File: src/rtl/ahbl_apb_pkg.sv
// Shared types and protocol constants for the AHB-Lite to multi-slave APB3 bridge.
package ahbl_apb_pkg;

    // Bridge sequencer states
    typedef enum logic [2:0] {
        IDLE,
        WLAT,
        SETUP,
        ACCESS,
        ERR1,
        ERR2
    } state_t;

    // AHB HTRANS encodings
    localparam logic [1:0] HTRANS_IDLE   = 2'b00;
    localparam logic [1:0] HTRANS_BUSY   = 2'b01;
    localparam logic [1:0] HTRANS_NONSEQ = 2'b10;
    localparam logic [1:0] HTRANS_SEQ    = 2'b11;

    // AHB HRESP encodings
    localparam logic HRESP_OKAY  = 1'b0;
    localparam logic HRESP_ERROR = 1'b1;

    // True for the transfer types that carry a real access
    function automatic logic htrans_active(input logic [1:0] htrans);
        logic active;
        case (htrans)
            HTRANS_NONSEQ, HTRANS_SEQ: active = 1'b1;
            HTRANS_IDLE, HTRANS_BUSY:  active = 1'b0;
            default:                   active = 1'b0;
        endcase
        return active;
    endfunction

endpackage

File: src/rtl/apb_slot_mux.sv
// Return-path multiplexer: picks one APB slot's PRDATA/PREADY/PSLVERR by slot index.
// An index with no slave behind it reads as all zeros (never ready, no error).
module apb_slot_mux #(
    parameter int DATA_WIDTH = 32,
    parameter int NUM_SLAVES = 16,
    parameter int SLOT_BITS  = 4
) (
    input  logic [SLOT_BITS-1:0]             slot,
    input  logic [NUM_SLAVES*DATA_WIDTH-1:0] prdata,
    input  logic [NUM_SLAVES-1:0]            pready,
    input  logic [NUM_SLAVES-1:0]            pslverr,
    output logic [DATA_WIDTH-1:0]            sel_prdata,
    output logic                             sel_pready,
    output logic                             sel_pslverr
);

    // Select the addressed slot's response signals
    always_comb begin
        // NOTE: every output gets a default before the loop so no path leaves it unassigned (no latch).
        sel_prdata  = '0;
        sel_pready  = 1'b0;
        sel_pslverr = 1'b0;
        for (int k = 0; k < NUM_SLAVES; k++) begin
            if (int'(slot) == k) begin
                sel_prdata  = prdata[k*DATA_WIDTH +: DATA_WIDTH];
                sel_pready  = pready[k];
                sel_pslverr = pslverr[k];
            end
        end
    end

endmodule

File: src/rtl/ahbl_apb_bridge_mslv.sv
// AHB-Lite slave to multi-slave APB3 master bridge. Decodes a slot index from the
// captured address, drives one-hot PSEL, inserts wait states from PREADY and turns
// PSLVERR, unmapped slots and access timeouts into two-cycle AHB ERROR responses.
module ahbl_apb_bridge_mslv
    import ahbl_apb_pkg::*;
#(
    parameter int ADDR_WIDTH     = 32,
    parameter int DATA_WIDTH     = 32,
    parameter int NUM_SLAVES     = 16,
    parameter int SLOT_BITS      = 4,
    parameter int SLOT_LSB       = 8,
    parameter int TIMEOUT_CYCLES = 256
) (
    input  logic                             HCLK,
    input  logic                             HRESET,
    input  logic                             HSEL,
    input  logic [ADDR_WIDTH-1:0]            HADDR,
    input  logic [1:0]                       HTRANS,
    input  logic                             HWRITE,
    input  logic [2:0]                       HSIZE,
    input  logic [DATA_WIDTH-1:0]            HWDATA,
    input  logic                             HREADYIN,
    output logic                             HREADYOUT,
    output logic [DATA_WIDTH-1:0]            HRDATA,
    output logic                             HRESP,
    output logic [NUM_SLAVES-1:0]            PSEL,
    output logic [ADDR_WIDTH-1:0]            PADDR,
    output logic                             PWRITE,
    output logic                             PENABLE,
    output logic [DATA_WIDTH-1:0]            PWDATA,
    input  logic [NUM_SLAVES*DATA_WIDTH-1:0] PRDATA,
    input  logic [NUM_SLAVES-1:0]            PREADY,
    input  logic [NUM_SLAVES-1:0]            PSLVERR
);

    localparam int              TMO_W    = (TIMEOUT_CYCLES > 1) ? $clog2(TIMEOUT_CYCLES) : 1;
    localparam bit              TMO_EN   = (TIMEOUT_CYCLES != 0);
    localparam logic [TMO_W-1:0] TMO_LAST = TMO_W'(TIMEOUT_CYCLES - 1);

    state_t                  state_q, state_d;
    logic [SLOT_BITS-1:0]    slot_q, slot_d;
    logic [TMO_W-1:0]        tmo_q, tmo_d;
    logic [ADDR_WIDTH-1:0]   paddr_q, paddr_d;
    logic                    pwrite_q, pwrite_d;
    logic [DATA_WIDTH-1:0]   pwdata_q, pwdata_d;
    logic [DATA_WIDTH-1:0]   hrdata_q, hrdata_d;
    logic                    hreadyout_q, hreadyout_d;
    logic                    hresp_q, hresp_d;
    logic [NUM_SLAVES-1:0]   psel_q, psel_d;
    logic                    penable_q, penable_d;

    logic                    accept;
    logic [SLOT_BITS-1:0]    addr_slot;
    logic                    addr_mapped;
    logic [DATA_WIDTH-1:0]   sel_prdata;
    logic                    sel_pready;
    logic                    sel_pslverr;

    // HSIZE is part of the AHB-Lite port set; APB3 has no size qualifier to pass it to.
    logic hsize_unused;
    assign hsize_unused = ^HSIZE;

    assign accept      = HSEL && HREADYIN && htrans_active(HTRANS);
    assign addr_slot   = HADDR[SLOT_LSB +: SLOT_BITS];
    assign addr_mapped = (int'(addr_slot) < NUM_SLAVES);

    apb_slot_mux #(
        .DATA_WIDTH (DATA_WIDTH),
        .NUM_SLAVES (NUM_SLAVES),
        .SLOT_BITS  (SLOT_BITS)
    ) u_slot_mux (
        .slot        (slot_q),
        .prdata      (PRDATA),
        .pready      (PREADY),
        .pslverr     (PSLVERR),
        .sel_prdata  (sel_prdata),
        .sel_pready  (sel_pready),
        .sel_pslverr (sel_pslverr)
    );

    // Next-state and next-output logic; every output is decoded from the next state so it leaves a flop
    always_comb begin
        state_d  = state_q;
        slot_d   = slot_q;
        tmo_d    = tmo_q;
        paddr_d  = paddr_q;
        pwrite_d = pwrite_q;
        pwdata_d = pwdata_q;
        hrdata_d = hrdata_q;

        case (state_q)
            IDLE, ERR2: begin
                // The ERR2 completion cycle doubles as the next address phase.
                state_d = IDLE;
                if (accept) begin
                    slot_d   = addr_slot;
                    paddr_d  = HADDR;
                    pwrite_d = HWRITE;
                    if (!addr_mapped) begin
                        state_d = ERR1;
                    end else if (HWRITE) begin
                        state_d = WLAT;
                    end else begin
                        state_d = SETUP;
                    end
                end
            end
            WLAT: begin
                pwdata_d = HWDATA;
                state_d  = SETUP;
            end
            SETUP: begin
                state_d = ACCESS;
            end
            ACCESS: begin
                if (sel_pready) begin
                    if (!pwrite_q) begin
                        hrdata_d = sel_prdata;
                    end
                    state_d = sel_pslverr ? ERR1 : IDLE;
                end else if (TMO_EN && (tmo_q == TMO_LAST)) begin
                    state_d = ERR1;
                end else begin
                    tmo_d = tmo_q + TMO_W'(1);
                end
            end
            ERR1: begin
                state_d = ERR2;
            end
            default: begin
                state_d = IDLE;
            end
        endcase

        if (state_d == SETUP) begin
            tmo_d = '0;
        end

        hreadyout_d = 1'b1;
        hresp_d     = HRESP_OKAY;
        psel_d      = '0;
        penable_d   = 1'b0;
        case (state_d)
            WLAT: begin
                hreadyout_d = 1'b0;
            end
            SETUP: begin
                hreadyout_d = 1'b0;
                psel_d      = NUM_SLAVES'(1) << slot_d;
            end
            ACCESS: begin
                hreadyout_d = 1'b0;
                psel_d      = NUM_SLAVES'(1) << slot_d;
                penable_d   = 1'b1;
            end
            ERR1: begin
                hreadyout_d = 1'b0;
                hresp_d     = HRESP_ERROR;
            end
            ERR2: begin
                hresp_d = HRESP_ERROR;
            end
            default: ;
        endcase
    end

    // State, timeout counter and all bus-facing registers
    always_ff @(posedge HCLK or posedge HRESET) begin
        if (HRESET) begin
            state_q     <= IDLE;
            slot_q      <= '0;
            tmo_q       <= '0;
            paddr_q     <= '0;
            pwrite_q    <= 1'b0;
            pwdata_q    <= '0;
            hrdata_q    <= '0;
            hreadyout_q <= 1'b1;
            hresp_q     <= HRESP_OKAY;
            psel_q      <= '0;
            penable_q   <= 1'b0;
        end else begin
            // NOTE: non-blocking assignments so every flop samples the pre-edge values of the others.
            state_q     <= state_d;
            slot_q      <= slot_d;
            tmo_q       <= tmo_d;
            paddr_q     <= paddr_d;
            pwrite_q    <= pwrite_d;
            pwdata_q    <= pwdata_d;
            hrdata_q    <= hrdata_d;
            hreadyout_q <= hreadyout_d;
            hresp_q     <= hresp_d;
            psel_q      <= psel_d;
            penable_q   <= penable_d;
        end
    end

    assign HREADYOUT = hreadyout_q;
    assign HRESP     = hresp_q;
    assign HRDATA    = hrdata_q;
    assign PSEL      = psel_q;
    assign PENABLE   = penable_q;
    assign PADDR     = paddr_q;
    assign PWRITE    = pwrite_q;
    assign PWDATA    = pwdata_q;

endmodule
File: config.mk
export PLATFORM = sky130hd
export DESIGN_NAME = ahbl_apb_bridge_mslv
export DESIGN_NICKNAME = d
export VERILOG_FILES = /design/src/rtl/ahbl_apb_pkg.sv /design/src/rtl/apb_slot_mux.sv /design/src/rtl/ahbl_apb_bridge_mslv.sv
export SDC_FILE = /design/constraint.sdc
export NUM_CORES = 1
export LEC_CHECK = 0
export CAP_MARGIN = 20
export CORE_AREA = 2 2 288 290
export DETAILED_ROUTE_END_ITERATION = 6
export DIE_AREA = 0 0 290 292
export SLEW_MARGIN = 20
export SYNTH_ARGS = -nofsm -noshare
export SYNTH_HDL_FRONTEND = slang
export SYNTH_HIERARCHICAL = 1
export SYNTH_SLANG_ARGS = --single-unit
export TNS_END_PERCENT = 5
File: constraint.sdc
create_clock -name HCLK -period 3.9 [get_ports HCLK]
set_input_delay 0.78 -clock HCLK [delete_from_list [all_inputs] [get_ports HCLK]]
set_output_delay 0.78 -clock HCLK [all_outputs]
set_load 0.01 [all_outputs]
======== After elaboration in Yosys (flattened, before gate mapping) ========
Index checks and enable logic that the tools add are counted.
operators by class
  shifts and indexed selects .............. 1
  add/sub/neg operators ................... 1
  mux-type cells .......................... 65
  reduce and logical (&&, ||, !) cells .... 15
  equality and inequality tests ........... 31
  bitwise gates (word level) .............. 1
operators with widths
  operator                                                                 count
  32-bit two-way mux                                                       16
  1-bit two-way mux                                                        35
  4-bit == test, second input constant                                     8
  8-bit two-way mux                                                        4
  4-bit by 3-bit == test with 1-bit output, second input constant          4
  16-bit two-way mux                                                       1
  1-bit by 4-bit left shift with 16-bit output, first input constant       1
  3-bit case mux with 5 select lines                                       1
  3-bit by 2-bit == test with 1-bit output, second input constant          4
  3-bit == test, second input constant                                     4
  2-bit OR reduction                                                       5
  3-bit two-way mux                                                        3
  8-bit by 1-bit adder with 8-bit output, second input constant            1
  4-bit by 2-bit == test with 1-bit output, second input constant          2
  8-bit == test, second input constant                                     1
  4-bit two-way mux                                                        2
  3-bit by 1-bit == test with 1-bit output, second input constant          2
  3-bit AND reduction                                                      2
  2-bit == test, second input constant                                     2
  4-bit by 1-bit == test with 1-bit output, second input constant          1
  4-bit zero test                                                          1
  2-bit two-way mux                                                        2
  2-bit by 1-bit inequality test with 1-bit output, second input constant  2
  4-bit OR reduction                                                       1
  8 further kinds                                                          9
storage, ports and cells
  input port bits ......................... 618
  register bits after elaboration ......... 131
  output and inout bits ................... 116
  word-level logic and storage cells ...... 125

======== Longest topological paths before layout ========
Gate-level depths: netlist of the first run.
  depth after elaboration ................. 23
  depth in mapped cells ................... 12
  gate-level depth less buffers ........... 8

======== Hierarchy ========
The synthesis of the first run kept the hierarchy.
by module, submodules not included
  module                seq. area each (µm²)  area each (µm²)  cells an instance  instances
  apb_slot_mux          0.0                   5820.6           782                1
  ahbl_apb_bridge_mslv  3279.4                5186.2           423                1

======== Worst setup path after synthesis of the first run ========
Ideal clock, no wire load.
  path kind ............................... flip-flop to flip-flop
  start ................................... register slot_q[1]
  end ..................................... register psel_q[10], in the netlist PSEL[10]
  period minus slack after synthesis ...... 2612 ps
  slack ................................... 1288 ps
  data arrival time ....................... 2526 ps
  setup time .............................. 86 ps
  data required time ...................... 3814 ps
  path buffers ............................ 4
  stages on the path, launching flop included .. 12
  cells stage by stage .................... dfrtp_1 > buf_6 > buf_2 > mux2i_1 > o32ai_1 > o221a_2 > a221o_1 > a21o_1 > o221a_1 > buf_6 > buf_6 > nor3_1
between the ends
  elaborated cells between the ends (all ways) .. 58
  classes of those cells .................. eq/ne (17); shift (1); mux (38); reduce/logical (2)
RTL lines
  item                                      line                         text
  start: declaration                        ahbl_apb_bridge_mslv.sv:41   logic [SLOT_BITS-1:0] slot_q, slot_d;
  start signal: assignment                  ahbl_apb_bridge_mslv.sv:184  slot_q <= slot_d;
  4-bit zero test                           apb_slot_mux.sv:24           if (int'(slot) == k) begin
  1-bit two-way mux (15 in series)          apb_slot_mux.sv:24
  1-bit two-way mux (*)                     apb_slot_mux.sv:24
  named net sel_pready                      ahbl_apb_bridge_mslv.sv:56   logic sel_pready;
  3-bit two-way mux (*)                     ahbl_apb_bridge_mslv.sv:116  if (sel_pready) begin
  3-bit case mux with 5 select lines (*)    ahbl_apb_bridge_mslv.sv:91   case (state_q)
  3-bit by 2-bit == test with 1-bit output  ahbl_apb_bridge_mslv.sv:143  case (state_d)
  2-bit OR reduction (no source line) (*)   n/a
  16-bit two-way mux (*)                    n/a
  named net psel_d[10]                      ahbl_apb_bridge_mslv.sv:49   logic [NUM_SLAVES-1:0] psel_q, psel_d;
  end signal: assignment                    ahbl_apb_bridge_mslv.sv:192  psel_q <= psel_d;
  end: declaration                          ahbl_apb_bridge_mslv.sv:49
Mark *: on every way through the listed nets, which the timed path passes. The rest lies on a longest branch.
A chain may end at the register's enable or synchronous reset.

======== Worst setup path in the final report of the first run ========
  start ................................... register slot_q[2]
  end ..................................... register hrdata_q[26], in the netlist HRDATA[26]
between the ends
  longest elaborated chain between the ends .. 18
  elaborated cells between the ends (all ways) .. 49
  classes of those cells .................. eq/ne (15); mux (32); reduce/logical (2)
RTL lines
  item                                      line                         text
  4-bit zero test                           apb_slot_mux.sv:24
  1-bit two-way mux (15 in series)          apb_slot_mux.sv:24
  1-bit two-way mux (*)                     apb_slot_mux.sv:24
  named net sel_pready                      ahbl_apb_bridge_mslv.sv:56
  3-bit AND reduction (no source line) (*)  n/a
  end signal: assignment                    ahbl_apb_bridge_mslv.sv:189  hrdata_q <= hrdata_d;
  end: declaration                          ahbl_apb_bridge_mslv.sv:46   logic [DATA_WIDTH-1:0] hrdata_q, hrdata_d;
Marks and branches as above.

==> results of run 1 <==
## registers in the layout, summed over array words and instances, names as in the netlist
| register | flops |
|---|---|
| HRDATA | 32 |
| PADDR | 32 |
| PWDATA | 32 |
| PSEL | 16 |
| tmo_q | 8 |
| slot_q | 4 |
| state_q | 3 |
| HREADYOUT | 1 |
| HRESP | 1 |
| PENABLE | 1 |
| PWRITE | 1 |
## area by class of cell
| cell class | count | area, µm² | area share, % |
|---|---|---|---|
| inverters | 26 | 101 | 0.508 |
| flip-flops and latches | 131 | 3290 | 16.5 |
| repair buffers | 778 | 7710 | 38.6 |
| well taps | 1070 | 1340 | 6.71 |
| diodes | 7 | 17.5 | 0.0877 |
| clock buffers | 18 | 429 | 2.15 |
| multi-input cells | 923 | 6920 | 34.7 |
| clock inverters | 13 | 149 | 0.746 |
## critical path, stage by stage (launching register included)
cell,delay (ns)
dfrtp_4,0.59
or3b_1,0.43
o32ai_1,0.14
o221a_2,0.23
a221o_1,0.21
buf_12,0.15
nor3b_4,0.76
buf_4,0.44
mux2_2,0.38
## cell usage in the layout (no fill, tap or decap), types with 5 or more instances in the layout
master / count
a21oi_1: 46
nand4bb_1: 5
mux2i_1: 63
nor4bb_1: 16
mux4_2: 21
a211oi_1: 26
inv_6: 6
nor2b_1: 26
o32ai_1: 17
a22oi_1: 14
xor2_1: 6
o21ai_0: 65
a221o_1: 17
o21a_1: 27
nand3b_1: 5
inv_1: 22
nor2_1: 49
o221ai_1: 14
o22ai_1: 37
o2bb2ai_1: 13
dfrtp_1: 126
a22o_1: 14
nand2_1: 122
diode_2: 7
o221a_2: 19
nand3_1: 39
a2bb2oi_1: 43
nor3_1: 15
mux2_2: 69
a21o_1: 28
nand2b_1: 33
a221oi_1: 16
buf_4: 45
clkdlybuf4s50_1: 729
clkbuf_16: 17
## worst max-delay path by stage
stage                                    from                endpoint  slack, ns  cells after the start
after floorplan           slot_q[1]$_DFF_PP0_      PSEL[10]$_DFF_PP0_       1.29                     11
after global placement              PREADY[3]  HRDATA[26]$_DFFE_PP0P_      0.005                      9
after detailed placement            PREADY[3]   HRDATA[4]$_DFFE_PP0P_      -0.05                      9
after CTS                 slot_q[2]$_DFF_PP0_   HRDATA[4]$_DFFE_PP0P_       0.32                      8
after global routing      slot_q[2]$_DFF_PP0_  HRDATA[26]$_DFFE_PP0P_       0.20                      8
final                     slot_q[2]$_DFF_PP0_  HRDATA[26]$_DFFE_PP0P_       0.41                      8
## routing by layer
layer	GRT usage (%)	vias to the layer above	wire length, µm
li1	-	5954	-
met1	18.0	6257	27300
met2	30.8	611	38000
met3	3.61	97	4230
met4	8.18	4	3640
met5	0	-	21
## metrics by stage
step	TNS, ns	hold slack [ns]	cell area, µm²
floorplan	0	0.508	11000
global placement	0	0.457	19400
detailed placement	-0.681	0.461	19400
CTS	0	0.477	19900
global route	0	0.494	20000
finish	0	0.472	20000
## cells by family after synthesis
family | after synthesis | share of synthesized area, %
compound gates | 419 | 28.1
simple gates | 341 | 16.4
mux | 155 | 17.4
buf+inv | 151 | 7.62
flops | 131 | 29.8
xor+xnor | 7 | 0.557
fa+ha+maj | 1 | 0.114
## power by group
part           switching [W]  internal [W]  total [W]
clock network       0.000703      0.000951    0.00165
logic                0.00491       0.00397    0.00888
registers           0.000444       0.00195    0.00240
==> qor.yml, run 1 <==
clocking:
  cts_buffers: 17
  clkLatencyLatePin_ns: 0.44
  h-tree-depth: 4
  ctsResizeCount: 0
  ctsLongestPathBuffers: 2
  clockRootBuffer: "clkbuf_16"
  hold_buffers: 0
  cts_sinks: 131
  cts_setup_buffers: 0
  clk_pin_slew_ns: 0.07
  tritoncts: "done"
floorplanning:
  rows: 105
  die_h_um: 292
  io_pins: 734
  core_um2: 81600
  die_area_um2: 84700
  initial_core_util_pct: 13.5
  die_x_um: 290
routing:
  drtIter0Drc: 631
  postRouteAntennaNets: 0
  drc: 0
  dr.pass1.iters: 5
  via_count: 12900
  vias_per_cell: 4.36
  wirelength_um: 73200
  wl_per_cell_um: 24.7
place:
  place_inst: 2928
  gp_congestion: 0.939
  dpl_worst_slack_ns: -0.0490
  hpwlAfterDp_um: 59800
  port_buffers: 729
synthesis:
  synth.most_common_cell: "dfrtp_1"
  syn_nets: 1824
  yosysWarnings: 6
  synth_edf_count: 0
  synth_cell_types: 72
  synth_ff_type: "dfrtp_1"
  async_flop_share_pct: 100
  ys_top_cells_by_area: "dfrtp_1 (30%), mux2_2 (7.1%), mux2i_1 (5.7%), mux4_2 (4.3%), nand2_1 (4.2%)"
  synthCells: 1205
  synth_top_area_share_pct: 29.6
  avgSynthCellArea_um2: 9.13
  ys_seq_elements: 131
  synth_area_um2: 11000
  yosysTopAreaCell: "dfrtp_1"
  synth_common_cells: "dfrtp_1 (130), nand2_1 (122), mux2_2 (69), o21ai_0 (65), mux2i_1 (63)"
  ys_seq_area_share_pct: 29.8
worst_setup_path:
  end_kind: "flip-flop"
  worstPathRequired_ns: 4.21
  r2r_cells: 8
  reg2reg_slack_ns: 0.41
  rr_startpoint: "slot_q[2]$_DFF_PP0_"
  rr_endpoint: "HRDATA[26]$_DFFE_PP0P_"
  critPathKind: "flip-flop to flip-flop"
  cp_max_fo: 19
  critPathLaunchType: "flip-flop"
  cp.arrival_ns: 3.80
grt:
  antenna_found_initial: 11
  grt_pass1_wl_um: 101000
  grt_pass1_vias: 13600
  gr-total-overflow: 0
  track_usage_pct: 16.7
  grt_max_degree: 121
timing:
  rsz0062_at_grt: "no"
  min_period_ns: 3.49
  relSlewSlack_pct: 38.0
  tightest_slew_ns: 0.929
  period_share_pct: 89.5
  fin_ws_ns: 0.408
  setup_viol: 0
  finalHoldViolCount: 0
  timing.final.max_slew_violations: 0
  fmax_mhz: 286
  skew_ns: 0.0215
cells_and_area:
  drive_gt1_share_pct: 11.3
  postLayoutCoreUtil_pct: 24.5
  fillCellCount: 8880
  area_delta_synth_final_pct: 81.4
  final_nets: 2496
  fin_cells: 2966
worst_hold_path:
  hold_class: "flip-flop to flip-flop"
  whs_path_depth: 2
  hold-path-endpoint: "PADDR[20]$_DFFE_PP0P_"
  hold_path_startpoint: "PADDR[20]$_DFFE_PP0P_"
run_status:
  status: "complete, no violations"
job:
  maxCapViolCount: 0
power_and_ir_drop:
  power_density_nw_per_um2: 648
  power_w: 0.0129
  peakVddDrop_uv: 265
  p_leak_nw: 7.74
(Power assumes the default switching activity.)
==> inputs of run 2 (changes only) <==
Settings changed: MAX_ROUTING_LAYER set to met4.
==> qor.yml, run 2 (same netlist as run 1, synthesis figures left out) <==
cells_and_area:
  area_delta_synth_final_pct: 81.8
  drive_gt1_share_pct: 11.8
  final_common_cell: "clkdlybuf4s50_1"
  fin_cells: 2977
  final_nets: 2505
  final_cell_mix: "clkdlybuf4s50_1 (729), dfrtp_1 (126), nand2_1 (122)"
  fillCellCount: 8898
place:
  dpl_worst_slack_ns: 0.0643
  place_inst: 2937
  port_buffers: 729
  gp_congestion: 0.917
  hpwlAfterDp_um: 60100
clocking:
  clk_pin_slew_ns: 0.06
  tritoncts: "done"
  hold_buffers: 0
  h-tree-depth: 4
  clockRootBuffer: "clkbuf_16"
  cts_setup_buffers: 0
  ctsLongestPathBuffers: 2
  clkLatencyLatePin_ns: 0.44
  cts_sinks: 131
  ctsResizeCount: 0
  cts_buffers: 17
floorplanning:
  die_h_um: 292
  initial_core_util_pct: 13.5
  rows: 105
  core_um2: 81600
  die_area_um2: 84700
  io_pins: 734
  die_x_um: 290
worst_setup_path:
  critPathLaunchType: "flip-flop"
  rr_startpoint: "slot_q[2]$_DFF_PP0_"
  r2r_cells: 8
  rr_endpoint: "HRDATA[20]$_DFFE_PP0P_"
  worstPathRequired_ns: 4.22
  cp.arrival_ns: 3.67
  reg2reg_slack_ns: 0.56
  cp_max_fo: 20
  critPathKind: "flip-flop to flip-flop"
  end_kind: "flip-flop"
routing:
  via_count: 13000
  wl_per_cell_um: 24.6
  dr.pass1.iters: 5
  drtIter0Drc: 706
  postRouteAntennaNets: 0
  vias_per_cell: 4.35
  wirelength_um: 73300
  drc: 0
grt:
  antenna_found_initial: 9
  gr-total-overflow: 0
  grt_pass1_wl_um: 101000
  grt_max_degree: 108
  grt_pass1_vias: 13700
  track_usage_pct: 17.3
timing:
  finalSetupTns_ns: 0
  period_share_pct: 85.7
  setup_viol: 0
  skew_ns: 0.0110
  relSlewSlack_pct: 39.8
  fmax_mhz: 299
  tightest_slew_ns: 0.902
  fin_ws_ns: 0.556
  timing.final.max_slew_violations: 0
  min_period_ns: 3.34
  rsz0062_at_grt: "no"
  finalHoldViolCount: 0
power_and_ir_drop:
  peakVddDrop_uv: 295
  power_density_nw_per_um2: 644
  p_leak_nw: 7.77
worst_hold_path:
  hold-path-endpoint: "PADDR[19]$_DFFE_PP0P_"
  hold_class: "flip-flop to flip-flop"
  hold_path_startpoint: "PADDR[19]$_DFFE_PP0P_"
  whs_path_depth: 2
run_status:
  status: "complete, no violations"
job:
  maxCapViolCount: 0
-- run 2: changes by cell type in the layout (fill, tap and decap cells not counted), sizes merged --
cell / before / now
buf: 49 / 58
clkinv: 6 / 3
inv: 30 / 33
bufinv: 2 / 0
clkinvlp: 1 / 3
clkbuf: 18 / 19
diode: 7 / 8
-- run 2: per-stage QoR --
stage,power (W),area (µm²),hold slack [ns],util [%]
6_report,0.0129,20000,0.472,24.5
3_3_place_gp,0.0115,19400,0.458,23.8
4_1_cts,0.0132,20000,0.477,24.5
5_1_grt,0.0137,20000,0.498,24.5
3_5_place_dp,0.0115,19400,0.461,23.8
2_1_floorplan,0.00714,11000,0.508,-
-- run 2: layout make-up --
class / count / area (µm²) / area share (%)
Antenna cell: 8 / 20.0 / 0.100
Clock buffer: 19 / 453 / 2.26
Clock inverter: 13 / 113 / 0.563
Inverter: 26 / 101 / 0.507
Multi-Input combinational cell: 923 / 6920 / 34.6
Sequential cell: 131 / 3290 / 16.5
Tap cell: 1070 / 1340 / 6.69
Timing Repair Buffer: 787 / 7770 / 38.8
-- run 2: layer usage --
metal / global-route usage (%) / up-vias / part of all wire (%)
met3: 3.94 / 108 / 5.9
met4: 7.84 / 0 / 4.8
met2: 31.2 / 613 / 52
met5: - / - / 0
li1: - / 5984 / -
met1: 17.8 / 6251 / 37
-- run 2: worst max path at each step --
stage / slack [ns] / start / depth (start not counted) / endpoint
after CTS: 0.45 / slot_q[1]$_DFF_PP0_ / 8 / HRDATA[20]$_DFFE_PP0P_
after detailed placement: 0.06 / PREADY[1] / 9 / HRDATA[22]$_DFFE_PP0P_
final: 0.56 / slot_q[2]$_DFF_PP0_ / 8 / HRDATA[20]$_DFFE_PP0P_
after global placement: 0.08 / PREADY[3] / 9 / HRDATA[30]$_DFFE_PP0P_
after floorplan: 1.29 / slot_q[1]$_DFF_PP0_ / 11 / PSEL[10]$_DFF_PP0_
after global routing: 0.32 / slot_q[1]$_DFF_PP0_ / 8 / HRDATA[20]$_DFFE_PP0P_
-- run 2: where the power goes --
group	internal, W	leakage [nW]	switching (W)	total, W
Clock	0.000869	0.276	0.000713	0.00158
Combinational	0.00399	5.86	0.00492	0.00891
Sequential	0.00195	1.64	0.000446	0.00240
Total	0.00681	7.77	0.00608	0.0129
-- run 2: critical path: stages (launching register included) --
cell and delay [ns]:
dfrtp_4 0.60, or3b_1 0.43, o32ai_1 0.13, o221a_2 0.23
a221o_1 0.18, buf_12 0.14, nor3b_4 0.68, buf_4 0.42
mux2_2 0.38
